`config.mk`:
```
export PLATFORM = sky130hd
export DESIGN_NAME = fetch_unit
export DESIGN_NICKNAME = d
export VERILOG_FILES = /design/src/rtl/fetch_unit.sv
export SDC_FILE = /design/constraint.sdc
export NUM_CORES = 1
export LEC_CHECK = 0
export CAP_MARGIN = 20
export CORE_MARGIN = 1.5
export CORE_UTILIZATION = 44
export DETAILED_ROUTE_END_ITERATION = 8
export PLACE_DENSITY_LB_ADDON = 0.08
export SYNTH_ARGS = -nofsm -noshare
export SYNTH_HDL_FRONTEND = slang
export SYNTH_SLANG_ARGS = --single-unit
export TNS_END_PERCENT = 1
```
`constraint.sdc`:
```
create_clock -name clock -period 4.95 [get_ports clock]
set_clock_uncertainty 0.05 [all_clocks]
set_input_delay 0.495 -clock clock [delete_from_list [all_inputs] [get_ports clock]]
set_output_delay 0.495 -clock clock [all_outputs]
set_load 0.02 [all_outputs]
```
`src/rtl/fetch_unit.sv`:
```
// Instruction fetch unit: issues one word read per instruction, waits for the
// memory response, presents the word to decode and holds it under stall.
// Branch redirects reload the fetch address from any state. A redirect that
// arrives while a read is outstanding sends the FSM to DRAIN, so the stale
// response is consumed and dropped before the new fetch is issued.
//
// Ports:
//   clock, reset           clock and asynchronous active-high reset
//   stall                  decode cannot accept the presented instruction
//   branch_taken/_target   one-cycle redirect request and byte target
//   mem_ready, mem_rdata   instruction memory response
//   mem_req, mem_addr      one-cycle read request and word-aligned address
//   insn, pc               instruction word and its address for decode
//   enable_decode          insn/pc valid
//   addr_error             pulse after a redirect to a misaligned target
//   insn_count             instructions accepted by decode (wraps)
module fetch_unit #(
    parameter logic [31:0] START_PC = 32'h80020000
) (
    input  logic        clock,
    input  logic        reset,
    input  logic        stall,
    input  logic        branch_taken,
    input  logic [31:0] branch_target,
    input  logic        mem_ready,
    input  logic [31:0] mem_rdata,
    output logic        mem_req,
    output logic [31:0] mem_addr,
    output logic [31:0] insn,
    output logic [31:0] pc,
    output logic        enable_decode,
    output logic        addr_error,
    output logic [31:0] insn_count
);

    localparam int unsigned XLEN = 32;

    typedef enum logic [2:0] {
        IDLE  = 3'd0,
        FETCH = 3'd1,
        WAIT  = 3'd2,
        VALID = 3'd3,
        DRAIN = 3'd4
    } state_t;

    state_t            state_q, state_d;
    logic [XLEN-1:0]   fetch_addr_q, fetch_addr_d;
    logic [XLEN-1:0]   insn_d, pc_d, mem_addr_d, insn_count_d;
    logic              enable_decode_d, mem_req_d, addr_error_d;
    logic [XLEN-1:0]   branch_addr;

    // Redirect target forced onto a word boundary
    assign branch_addr = {branch_target[XLEN-1:2], 2'b00};

    // State and output registers
    always_ff @(posedge clock or posedge reset) begin
        if (reset) begin
            state_q       <= IDLE;
            fetch_addr_q  <= START_PC;
            insn          <= '0;
            pc            <= '0;
            enable_decode <= 1'b0;
            mem_req       <= 1'b0;
            mem_addr      <= '0;
            addr_error    <= 1'b0;
            insn_count    <= '0;
        end else begin
            state_q       <= state_d;
            fetch_addr_q  <= fetch_addr_d;
            insn          <= insn_d;
            pc            <= pc_d;
            enable_decode <= enable_decode_d;
            mem_req       <= mem_req_d;
            mem_addr      <= mem_addr_d;
            addr_error    <= addr_error_d;
            insn_count    <= insn_count_d;
        end
    end

    // Next-state and next-output logic
    always_comb begin
        state_d         = state_q;
        fetch_addr_d    = fetch_addr_q;
        insn_d          = insn;
        pc_d            = pc;
        enable_decode_d = enable_decode;
        insn_count_d    = insn_count;

        case (state_q)
            IDLE: begin
                if (branch_taken) fetch_addr_d = branch_addr;
                state_d = FETCH;
            end
            FETCH: begin
                if (branch_taken) begin
                    fetch_addr_d = branch_addr;
                    state_d      = FETCH;
                end else begin
                    state_d = WAIT;
                end
            end
            WAIT: begin
                if (branch_taken) begin
                    // Same-cycle response is dropped; otherwise drain it later
                    fetch_addr_d = branch_addr;
                    state_d      = mem_ready ? FETCH : DRAIN;
                end else if (mem_ready) begin
                    insn_d          = mem_rdata;
                    pc_d            = fetch_addr_q;
                    enable_decode_d = 1'b1;
                    state_d         = VALID;
                end
            end
            VALID: begin
                if (branch_taken) begin
                    fetch_addr_d    = branch_addr;
                    enable_decode_d = 1'b0;
                    state_d         = FETCH;
                end else if (!stall) begin
                    insn_count_d    = insn_count + XLEN'(1);
                    enable_decode_d = 1'b0;
                    fetch_addr_d    = fetch_addr_q + XLEN'(4);
                    state_d         = FETCH;
                end
            end
            DRAIN: begin
                if (branch_taken) fetch_addr_d = branch_addr;
                if (mem_ready) state_d = FETCH;
            end
            default: state_d = IDLE;
        endcase

        // Request registered so it is high exactly while the FSM sits in FETCH
        mem_req_d    = (state_d == FETCH);
        mem_addr_d   = mem_req_d ? fetch_addr_d : mem_addr;
        addr_error_d = branch_taken && (branch_target[1:0] != 2'b00);
    end

endmodule

```
Word level (Yosys, flattened, before mapping)
Index checks and enable logic that the tools add are counted.
Storage, ports and cells
  register bits: 166
  output and inout port bits: 131
  bits of input ports: 69
  logic and storage cells: 46
Cells by class
  $add $sub $neg: 2
  equality and inequality tests: 8
  reduce and logical (&&, ||, !) cells: 8
  mux-type cells: 17
  bitwise logic cells: 2
Operator list (number)
  $mux W32: 3
  $pmux W32 S2: 1
  $add A32 B1 Y32 const B: 1
  $add A32 B3 Y32 const B: 1
  $mux W3: 6
  $pmux W3 S5: 1
  $eq A3 B1 Y1 const B: 2
  $eq A3 B2 Y1 const B: 2
  $reduce_and A3 Y1: 2
  $mux W1: 4
  $ne A2 B2 Y1 const B: 2
  $reduce_and A4 Y1: 1
  $reduce_bool A2 Y1: 2
  $reduce_or A4 Y1: 1
  $eq A3 B3 Y1 const B: 1
  $logic_not A3 Y1: 1
  $ne A3 B3 Y1 const B: 1
  $mux W2: 1
  $not A1 Y1: 2
  $pmux W1 S2: 1
  $logic_and A1 B1 Y1: 1

Depth between registers and ports, before layout
  depth after elaboration: 4
  mapped depth: 9
  depth with buffers taken out: 6

Worst setup path before layout
OpenSTA, ideal clock, no wires.
  path kind: input to register
  from: input stall
  to: register mem_addr[26]
  data required time: 4.835 ns
  path slack: 2.707 ns
  arrival time: 2.128 ns
  library setup time: 0.065 ns
  path buffers: 1
  cell stages on the path: 6
  path through: buf_6 > nand4b_1 > nor4_2 > mux2_2 > o31ai_1 > mux2_2
On the way
  elaborated cells between the ends (all ways): 7
  classes of those cells: eq/ne: 1; mux: 6
RTL lines
  start, declared: line 22  | input logic stall,
  $mux W32: line 119  | end else if (!stall) begin
  $mux W32: line 115  | if (branch_taken) begin
  $pmux W32 S2: line 89  | case (state_q)
  net fetch_addr_d[26]: line 47  | logic [XLEN-1:0] fetch_addr_q, fetch_addr_d;
  end signal, assigned: line 74  | mem_addr <= mem_addr_d;
  end, declared: line 28  | output logic [31:0] mem_addr,
The timed path passes the listed nets, and every way through them passes these cells.
A chain may end at the register's enable or synchronous reset.

Worst setup path after layout
  from: input branch_taken
  to: register mem_addr[28]
On the way
  word-level cells in the longest chain between the ends: 3
  elaborated cells between the ends (all ways): 8
  classes of those cells: eq/ne: 1; mux: 7
RTL lines
  start, declared: line 23  | input logic branch_taken,
  $mux W3 (tied with other cells): line 115
  $pmux W3 S5 (*): line 89
  net state_d[0]: line 46  | state_t state_q, state_d;
  $eq A3 B1 Y1 (*): line 134  | mem_req_d = (state_d == FETCH);
Mark *: on every way through the listed nets, which the timed path passes. The rest lies on a longest branch.

==> metrics.txt <==
cell area after synthesis 7670 um2; crit path capture type register; # diodes 0; Critical R2R Capture mem_addr[28]$_DFFE_PP0P_; placed cell count 1,054; Slew Viols, Final 0; TritonCTS buffer count 17; syn_area_per_cell 11.5 um2; Final nets 920; Root Buffer clkbuf_16; setup violators final 0; Cell Pwr Density 534 nW/um2; cell with the most instances after synthesis dfrtp_1; PostCTS Resize Cnt 0; IO buf count 199; Initial DRT Pass Iterations 5; CP Class input pin to register; critical path data required time 5.22 ns; Post-Synthesis Cells 665; CTS tree done; Crit-path slowest cell inv_2; total grt overflow 0; DRC viols 0; worst path bufs/invs 3; Tcrit/Tclk final 59.8%; Die Y 135 um; final worst path period need 2.96 ns; worst r2r src state_q[2]$_DFF_PP0_; RSZ-0062 raised after global routing no; R2R depth 6; synthesized flop and latch total 166; per-cell routed wire length 18.4 um; Slew @ Worst Pin 0.914 ns; die width 135 um; Worst-Skew Late Latency 0.42 ns; peak supply drop 342 uV; number of synthesized flops with an enable pin 0; Static Leak 4.36 nW; layout cells sized above 1 16.5%; Hold Vio Cnt, Final 0; Placer Congestion 0.848; H-tree depth 4; crit-path cells clkdlybuf4s50_1 > buf_4 > o21bai_1 > a222oi_1 > nand2b_1 > inv_2 > mux2_2 > o31ai_1; Core Rows 48; Yosys cell types 68; crit start category input pin; GR Layer Usage met1 30.9%; first-pass GRT wire length 31.8 mm; min-delay src insn_count[31]$_DFFE_PP0P_; First DRT Iteration DRCs 419; Synth top cells by count dfrtp_1, mux2_2, nand2_1, nor2_1, nand3_1; FILL cells 1,430; GR Util met2 35.7%; outcome completed; Post CTS Setup Buffer Count 0; clk buf depth 2; Final Instance Count excl. Fillers 1,087; drt total wl 20.0 mm; met3 usage 3.90%; drt via density 5.56; largest net degree at the start of global routing 167; post-synthesis sequential area ratio 54.2%; register clock-pin slew on the reported worst setup and hold paths 0.06 ns; I/O Pins 200; Detail Route Antenna Nets 0; syn_nets 736; grt peak-use layer met2; HP Class register to register; Top FF cell, synth dfrtp_1; share of the synthesized area in the top cell type 53.5%; Area Growth Syn to Fin 35.6%; YS warnings 0; final setup TNS 0 ns; WP data arrival 3.23 ns; Initial Util 44.7%; slew margin rel. 38.6%; vias in the first global route 5,949; worst setup margin 1.99 ns; FF-to-FF setup slack 2.22 ns; GRT Total Usage 22.4%; crit-path leading delay family buffers and inverters; Post-synth ARST share 100%; total number of vias 6,040; initial antenna violation count 0; Crit path largest cell delay 0.62 ns; Max FO, Critical Path 38; MaxCap Viol Count 0; CTS Hold Bufs 0; core area 17,200 um2; Post-Place Worst Slack 1.58 ns; CTS Sinks 166; Die ar. 18,200 um2; Post-DP HPWL 14.1 mm; fmax 338 MHz; Core Util, Final 60.6%; Synth area leader dfrtp_1; Hold Crit Endpoint insn_count[31]$_DFFE_PP0P_; largest cells by area after synthesis dfrtp_1, mux2_2, xnor2_1; worst hold path depth 1
-- worst max-delay path by stage --
stage	endpoint	slack (ns)	depth (start not counted)	start
after floorplan	addr_error$_DFF_PP0_	2.29	1	reset
final	mem_addr[28]$_DFFE_PP0P_	1.99	8	branch_taken
after detailed placement	mem_addr[28]$_DFFE_PP0P_	1.58	8	branch_taken
after CTS	mem_addr[22]$_DFFE_PP0P_	1.94	6	state_q[1]$_DFF_PP0_
after global routing	mem_addr[28]$_DFFE_PP0P_	1.73	8	branch_taken
after global placement	mem_addr[28]$_DFFE_PP0P_	1.66	8	branch_taken
-- cells in the final DEF, fill, tap and decap left out, types with 9 or more instances in the layout --
cell type / n
clkbuf_16: 17
nand2_1: 41
mux2_2: 85
nor2_1: 40
nand4_1: 23
o21ai_1: 9
o21ai_0: 15
and2_1: 10
xnor2_1: 22
xor2_1: 12
nor3_1: 12
clkdlybuf4s50_1: 199
inv_1: 10
a21oi_1: 13
nand3_1: 28
dfrtp_1: 164
-- layer usage --
metal | wire (um) | part of all wire (%)
met5 | 0 | 0
met4 | 313 | 1.6
met3 | 1320 | 6.6
met2 | 9500 | 48
met1 | 8840 | 44
-- flip-flops by register name, summed over array words and instances, names as in the netlist --
signal	cells
mem_addr	32
pc	32
enable_decode	1
insn	32
insn_count	32
mem_req	1
fetch_addr_q	32
state_q	3
addr_error	1
-- final cells by class --
class	instances	area (um2)	area share [%]
sequential	166	4160	40.0
multi-input combinational	444	3280	31.5
timing repair buffer	208	2070	19.9
clock buffer	19	443	4.26
tap	225	282	2.71
clock inverter	13	121	1.17
inverter	12	48.8	0.469
-- per-stage QoR --
stage / hold slack (ns) / total power [W] / instance area [um2]
6_report: 0.421 / 0.00555 / 10400
5_1_grt: 0.440 / 0.00585 / 10400
4_1_cts: 0.426 / 0.00560 / 10400
3_5_place_dp: 0.415 / 0.00431 / 9830
3_3_place_gp: 0.410 / 0.00427 / 9830
2_1_floorplan: 0.418 / 0.00325 / 7670
-- power breakdown --
part	total (W)	switching, W	internal (W)	leakage (nW)
clock	0.00127	0.000563	0.000712	0.263
combinational	0.00214	0.00105	0.00109	2.03
sequential	0.00214	0.000340	0.00180	2.07
-- logic make-up (layout without fill, tap and decap cells) --
logic type               after synthesis  count (layout)  share of synthesized area [%]
multiplexers                          97              97                           14.2
AO/OA/AOI/OAI                        101             101                           9.12
buffers and inverters                 55             252                           3.03
adder cells (fa/ha/maj)                2               2                          0.326
flip-flops                           166             166                           54.2
AND/OR/NAND/NOR                      210             210                           15.3
XOR/XNOR                              34              34                           3.88
Note: power is estimated with default switching activity, not from simulation.
